## config.mk

```make
export PLATFORM = sky130hd
export DESIGN_NAME = data_cache
export DESIGN_NICKNAME = d
export VERILOG_FILES = /design/src/rtl/data_cache.sv
export SDC_FILE = /design/constraint.sdc
export NUM_CORES = 2
export LEC_CHECK = 0
export ABC_AREA = 1
export BUFFER_PORTS_ARGS = -buffer_cell sky130_fd_sc_hd__buf_2
export CAP_MARGIN = 20
export CORE_MARGIN = 2
export CORE_UTILIZATION = 52
export CTS_CLUSTER_DIAMETER = 200
export DETAILED_ROUTE_END_ITERATION = 16
export PLACE_DENSITY = 0.69
export SLEW_MARGIN = 20
export SYNTH_ARGS = -nofsm -noshare
export SYNTH_HDL_FRONTEND = slang
export SYNTH_SLANG_ARGS = --single-unit
export TNS_END_PERCENT = 20
```

## constraint.sdc

```tcl
create_clock -name clk -period 6.22 [get_ports clk]
set_clock_uncertainty 0.2 [all_clocks]
set_input_delay 0.311 -clock clk [delete_from_list [all_inputs] [get_ports clk]]
set_output_delay 0.311 -clock clk [all_outputs]
set_load 0.01 [all_outputs]
```

## src/rtl/data_cache.sv

```systemverilog
// data_cache: direct-mapped, write-back, write-allocate data cache.
// One CPU request is in flight at a time; misses talk to backing memory
// through a line-wide request/response port. Defining CACHE_STATS_EN adds
// hit_count / miss_count outputs that tally completed requests.
module data_cache #(
  parameter int LINE_COUNT  = 16,
  parameter int BLOCK_WORDS = 4
) (
  input  logic                      clk,
  input  logic                      reset,
  input  logic                      is_input_valid,
  input  logic [31:0]               addr,
  input  logic                      mem_read,
  input  logic                      mem_write,
  input  logic [31:0]               din,
  output logic                      is_ready,
  output logic                      is_output_valid,
  output logic [31:0]               dout,
  output logic                      is_hit,
  output logic                      mem_req,
  output logic                      mem_req_write,
  output logic [31:0]               mem_req_addr,
  output logic [32*BLOCK_WORDS-1:0] mem_req_wdata,
  input  logic                      mem_req_ready,
  input  logic                      mem_resp_valid,
  input  logic [32*BLOCK_WORDS-1:0] mem_resp_rdata
`ifdef CACHE_STATS_EN
  ,
  output logic [31:0]               hit_count,
  output logic [31:0]               miss_count
`endif
);

  localparam int OFF_W  = $clog2(BLOCK_WORDS);
  localparam int IDX_W  = $clog2(LINE_COUNT);
  localparam int TAG_W  = 32 - 2 - OFF_W - IDX_W;
  localparam int LINE_W = 32 * BLOCK_WORDS;

  typedef enum logic [2:0] {
    ST_IDLE,
    ST_LOOKUP,
    ST_WRITEBACK,
    ST_FILL,
    ST_RESPOND
  } state_t;

  state_t state, next_state;

  logic [31:0] req_addr;
  logic [31:0] req_din;
  logic        req_write;
  logic        req_sent;
  logic        first_lookup;
  logic        hit_flag;
  logic [31:0] resp_data;

  logic [LINE_COUNT-1:0] valid_bits;
  logic [LINE_COUNT-1:0] dirty_bits;
  logic [TAG_W-1:0]      tag_mem  [LINE_COUNT];
  logic [LINE_W-1:0]     data_mem [LINE_COUNT];

  logic [OFF_W-1:0] req_off;
  logic [IDX_W-1:0] req_idx;
  logic [TAG_W-1:0] req_tag;
  logic             accept;
  logic             lookup_hit;
  logic             victim_dirty;
  logic [31:0]      lookup_word;
  logic             in_mem_state;
  logic             mem_accept;
  logic             resp_done;
  logic             unused_addr_lsbs;

  assign req_off  = req_addr[2 +: OFF_W];
  assign req_idx  = req_addr[2 + OFF_W +: IDX_W];
  assign req_tag  = req_addr[31 -: TAG_W];
  assign unused_addr_lsbs = ^req_addr[1:0];

  assign accept       = is_input_valid && (mem_read || mem_write);
  assign lookup_hit   = valid_bits[req_idx] && (tag_mem[req_idx] == req_tag);
  assign victim_dirty = valid_bits[req_idx] && dirty_bits[req_idx];
  assign lookup_word  = data_mem[req_idx][{req_off, 5'b0} +: 32];

  // A memory transaction completes once the request has been accepted
  // (possibly in this very cycle) and the response arrives.
  assign in_mem_state = (state == ST_WRITEBACK) || (state == ST_FILL);
  assign mem_accept   = in_mem_state && !req_sent && mem_req_ready;
  assign resp_done    = in_mem_state && mem_resp_valid && (req_sent || mem_req_ready);

  assign dout   = is_output_valid ? resp_data : 32'd0;
  assign is_hit = is_output_valid && hit_flag;

  // State register for the request FSM
  always_ff @(posedge clk or negedge reset) begin
    if (!reset) state <= ST_IDLE;
    else        state <= next_state;
  end

  // Next-state logic plus handshake and backing-memory request outputs
  always_comb begin
    next_state      = state;
    is_ready        = 1'b0;
    is_output_valid = 1'b0;
    mem_req         = 1'b0;
    mem_req_write   = 1'b0;
    mem_req_addr    = '0;
    mem_req_wdata   = '0;
    case (state)
      ST_IDLE: begin
        is_ready = 1'b1;
        if (accept) next_state = ST_LOOKUP;
      end
      ST_LOOKUP: begin
        if (lookup_hit)        next_state = ST_RESPOND;
        else if (victim_dirty) next_state = ST_WRITEBACK;
        else                   next_state = ST_FILL;
      end
      ST_WRITEBACK: begin
        if (!req_sent) begin
          mem_req       = 1'b1;
          mem_req_write = 1'b1;
          mem_req_addr  = {tag_mem[req_idx], req_idx, {(OFF_W + 2){1'b0}}};
          mem_req_wdata = data_mem[req_idx];
        end
        if (resp_done) next_state = ST_FILL;
      end
      ST_FILL: begin
        if (!req_sent) begin
          mem_req      = 1'b1;
          mem_req_addr = {req_tag, req_idx, {(OFF_W + 2){1'b0}}};
        end
        if (resp_done) next_state = ST_LOOKUP;
      end
      ST_RESPOND: begin
        is_output_valid = 1'b1;
        next_state      = ST_IDLE;
      end
      default: next_state = ST_IDLE;
    endcase
  end

  // Request capture, hit tracking and per-line valid/dirty bookkeeping
  always_ff @(posedge clk or negedge reset) begin
    if (!reset) begin
      req_addr     <= '0;
      req_din      <= '0;
      req_write    <= 1'b0;
      req_sent     <= 1'b0;
      first_lookup <= 1'b0;
      hit_flag     <= 1'b0;
      resp_data    <= '0;
      valid_bits   <= '0;
      dirty_bits   <= '0;
    end else begin
      case (state)
        ST_IDLE: begin
          if (accept) begin
            req_addr     <= addr;
            req_din      <= din;
            req_write    <= mem_write;
            first_lookup <= 1'b1;
            hit_flag     <= 1'b0;
            resp_data    <= '0;
          end
        end
        ST_LOOKUP: begin
          if (lookup_hit) begin
            hit_flag  <= first_lookup;
            resp_data <= req_write ? 32'd0 : lookup_word;
            if (req_write) dirty_bits[req_idx] <= 1'b1;
          end else begin
            first_lookup <= 1'b0;
          end
        end
        ST_WRITEBACK: begin
          if (mem_accept) req_sent <= 1'b1;
          if (resp_done) begin
            req_sent            <= 1'b0;
            dirty_bits[req_idx] <= 1'b0;
          end
        end
        ST_FILL: begin
          if (mem_accept) req_sent <= 1'b1;
          if (resp_done) begin
            req_sent            <= 1'b0;
            valid_bits[req_idx] <= 1'b1;
            dirty_bits[req_idx] <= 1'b0;
          end
        end
        default: ;
      endcase
    end
  end

  // Line data and tag storage; left unreset because valid bits gate every use
  always_ff @(posedge clk) begin
    if (state == ST_LOOKUP && lookup_hit && req_write)
      data_mem[req_idx][{req_off, 5'b0} +: 32] <= req_din;
    if (state == ST_FILL && resp_done) begin
      data_mem[req_idx] <= mem_resp_rdata;
      tag_mem[req_idx]  <= req_tag;
    end
  end

`ifdef CACHE_STATS_EN
  // Tally each completed request as a first-lookup hit or a miss
  always_ff @(posedge clk or negedge reset) begin
    if (!reset) begin
      hit_count  <= '0;
      miss_count <= '0;
    end else if (state == ST_RESPOND) begin
      if (hit_flag) hit_count  <= hit_count + 32'd1;
      else          miss_count <= miss_count + 32'd1;
    end
  end
`endif

endmodule

```

==> impl_metrics.env <==
export IMPL_worst_path_max_fanout=104
export IMPL_clockBufferDepth=4
export IMPL_synth_seq_area_share_pct=75.5
export IMPL_share_comb_of_total_power_pct=35.4
export IMPL_worstPathRequired_ps=5710
export IMPL_leakagePower_nw=41.9
export IMPL_ir_worst_vdd_mv=0.345
export IMPL_io_pins=396
export IMPL_setup_tns_final_ps=0
export IMPL_drive_above_1_share_pct=13.8
export IMPL_dr_total_vias=69000
export IMPL_seqCellArea_um2=76400
export IMPL_ant_nets=0
export IMPL_fp_dieH_um=445
export IMPL_syn_mean_instance_area_um2=13.3
export IMPL_slowest_delay_ps=720
export IMPL_wire_per_inst_um=29.5
export IMPL_slew_headroom_pct=12.3
export IMPL_switching_share_pct=39.3
export IMPL_clock_latency_ps=930
export IMPL_antenna_found_initial=18
export IMPL_gp_congestion=0.939
export IMPL_die_w_um=445
export IMPL_drv_cap=0
export IMPL_routed_wl_mm=322
export IMPL_path_class="flip-flop to output pin"
export IMPL_fp_coreArea_um2=193000
export IMPL_synthArstFlopShare_pct=5.19
export IMPL_final_util_pct=61.1
export IMPL_drc=0
export IMPL_cts_root_buf="clkbuf_16"
export IMPL_grt_pass1_vias=65200
export IMPL_layout_filler_cells=14200
export IMPL_power_mw=60.4
export IMPL_cts_tree="yes"
export IMPL_dr_first_iter_drc_count=9694
export IMPL_hpwl_mm=178
export IMPL_crit_top_cell="nand2_1"
export IMPL_crit_arrival_ps=5480
export IMPL_fin_crit_sh_pct=96.4
export IMPL_syn_area_um2=101000
export IMPL_start_util_pct=52.4
export IMPL_r2r_start="req_addr[5]"
export IMPL_p_int_mw=36.7
export IMPL_viasPerCell=6.32
export IMPL_nNetsFinal=8380
export IMPL_run_status="completed"
export IMPL_syn2layout_area_growth_pct=16.5
export IMPL_path_cells="nand2_1 -> clkinv_8 -> buf_4 -> buf_12 -> a22oi_1 -> nand2_1 -> nand2_1 -> nand4_1 -> inv_1 -> nor2_1 -> buf_2"
export IMPL_dp_cells=10200
export IMPL_cts_sinks=2565
export IMPL_synth_distinct_cells=32
export IMPL_io_buffer_count=389
export IMPL_setup_worst_path_start="req_addr[5]"
export IMPL_grt_usage_pct=32.0
export IMPL_hold_start="din[3]"
export IMPL_cp_start_kind="flip-flop"
export IMPL_ys_dominant_reg_cell="edfxtp_1"
export IMPL_tightest_slew_ps=1310
export IMPL_grt_setup_unrepaired="no"
export IMPL_synth_seq_cells=2565
export IMPL_clk_pin_slew_ps=60
export IMPL_final_hold_viol_count=0
export IMPL_power_frac_clock_pct=26.1
export IMPL_drt_first_pass_iters=7
export IMPL_dieArea_um2=198000
export IMPL_synthCells=7607
export IMPL_grt_pass1_wl_mm=454
export IMPL_multi_input_area_um2=23000
export IMPL_switchingPower_mw=23.7
export IMPL_fin_crit_ps=6000
export IMPL_setup_viol=0
export IMPL_p_per_area_nw_per_um2=513
export IMPL_placed_cell_area_um2=107000
export IMPL_synth_edf_count=2432
export IMPL_final_cells=10900
export IMPL_seqPwrFrac_pct=38.5
export IMPL_yosys_warnings=0
export IMPL_cts_inserted_buffers=279
export IMPL_fmax_ghz=0.167
export IMPL_rows=161
export IMPL_design_area_um2=118000
export IMPL_cp_slowest_cell="dfrtp_4"
export IMPL_slew_viol_final=0
export IMPL_crit_path_end_kind="output pin"
export IMPL_hold_class="input pin to flip-flop"
export IMPL_grt_max_degree=161
export IMPL_htree_levels=5
export IMPL_grt_overflow=0
cell families (layout without fill, tap and decap cells):
kind of cell / after synthesis / in the layout / synth area share (%)
and+or+nand+nor: 2658 / 2658 / 10.7
DFF: 2565 / 2565 / 75.5
AOI/OAI and AO/OA: 1669 / 1669 / 10.8
buffers and inverters: 704 / 1465 / 2.79
adders and majority gates: 5 / 5 / 0.0619
muxes: 5 / 5 / 0.0557
other: 1 / 22 / 0.00371
repair_timing:
action                                  4_1_cts  5_1_grt
endpoints found under the setup margin        0       14
endpoints found under the hold margin      1436       48
hold buffers                                171        3
resized for setup                             0        3
setup buffers                                 0        2
through the flow:
step / setup WS [ps] / hold WS, ps
final: 224 / 25.6
after global routing: 282 / 49.2
after CTS: 34.7 / 0.00899
after detailed placement: 873 / -47.2
after global placement: 897 / -48.1
after floorplan: 1750 / -185
state kept, by name, summed over array words and instances, names as in the netlist, named ones only:
name and cells:
req_addr 30, resp_data 32, state 3, hit_flag 1, first_lookup 1, req_sent 1, req_din 32, valid_bits 16
data_mem 2048, tag_mem 384, req_write 1
critical path: cells and delay by family (launching register included):
kind | cells | cell delay [ps]
AO/OA/AOI/OAI | 1 | 210
buffers and inverters | 5 | 1890
flip-flops | 1 | 720
AND/OR/NAND/NOR | 5 | 1390
final timing paths:
| check | end | depth (start not counted) | slack, ps |
|---|---|---|---|
| min in group asynchronous | req_addr[15] | 3 | 420 |
| worst max register to register | resp_data[20] | 14 | 890 |
| max in group asynchronous | req_addr[2] | 4 | 3860 |
| worst min register to register | valid_bits[15] | 1 | 270 |
| worst min-delay path | req_din[3] | 4 | 30 |
| worst max-delay path | mem_req_wdata[77] | 11 | 220 |
layout make-up:
class | count | share of cell area [%]
multi-input cells | 4341 | 19.6
repair buffers | 791 | 5.01
flip-flops and latches | 2565 | 64.8
inverters | 198 | 0.651
clock inverters | 105 | 0.817
diodes | 18 | 0.0382
well taps | 2526 | 2.68
clock buffers | 371 | 6.41
synthesized netlist by cell type (46+ instances only):
cell      number  share of area (%)
nor2_1       491                1.8
edfxtp_1    2432                 72
inv_1        189               0.70
dfrtp_1      133                3.3
a22oi_1     1032                7.7
nand2_1     1736                6.4
buf_1         50               0.19
nand4_1      150               0.93
nor4_1        65               0.40
clkbuf_1     354                1.3
o21ai_1       46               0.23
nand3_1      179               0.89
a21oi_1      479                2.4
buf_2         88               0.44
o21ai_0      106               0.52
layout by cell type, fill, tap and decap left out, drive strengths merged:
cell	count
nand2	1737
clkinv	84
or2	17
dfrtp	133
nor2	496
diode	18
a211oi	1
a21oi	479
nand3b	2
clkinvlp	6
inv	195
edfxtp	2432
clkbuf	375
o31ai	1
nand4	154
nor3	8
mux2	5
bufinv	18
o21ai	152
buf	613
nor4	65
dlygate4sd3	174
a22oi	1032
nand3	179
conb	4
o21bai	4
ha	5
power by group through the flow:
| stage | sequential (mW) | combinational [mW] | clock [mW] |
|---|---|---|---|
| global placement | 23.5 | 19.9 | 0 |
| floorplan | 23.2 | 11.0 | 0 |
| finish | 23.3 | 21.4 | 15.7 |
| global route | 23.4 | 22.3 | 16.5 |
| detailed placement | 23.6 | 20.2 | 0 |
| CTS | 23.2 | 20.3 | 15.8 |
layer usage:
metal	vias to the layer above	share of wire [%]	track usage, %	wire length (um)
met5	-	0.018	0	57
met4	10	9.8	27.2	31500
met3	1099	11	7.26	35500
met2	4646	45	47.0	144000
met1	33800	34	40.3	111000
li1	29400	-	-	-
Power figures use the tool's default switching activity.
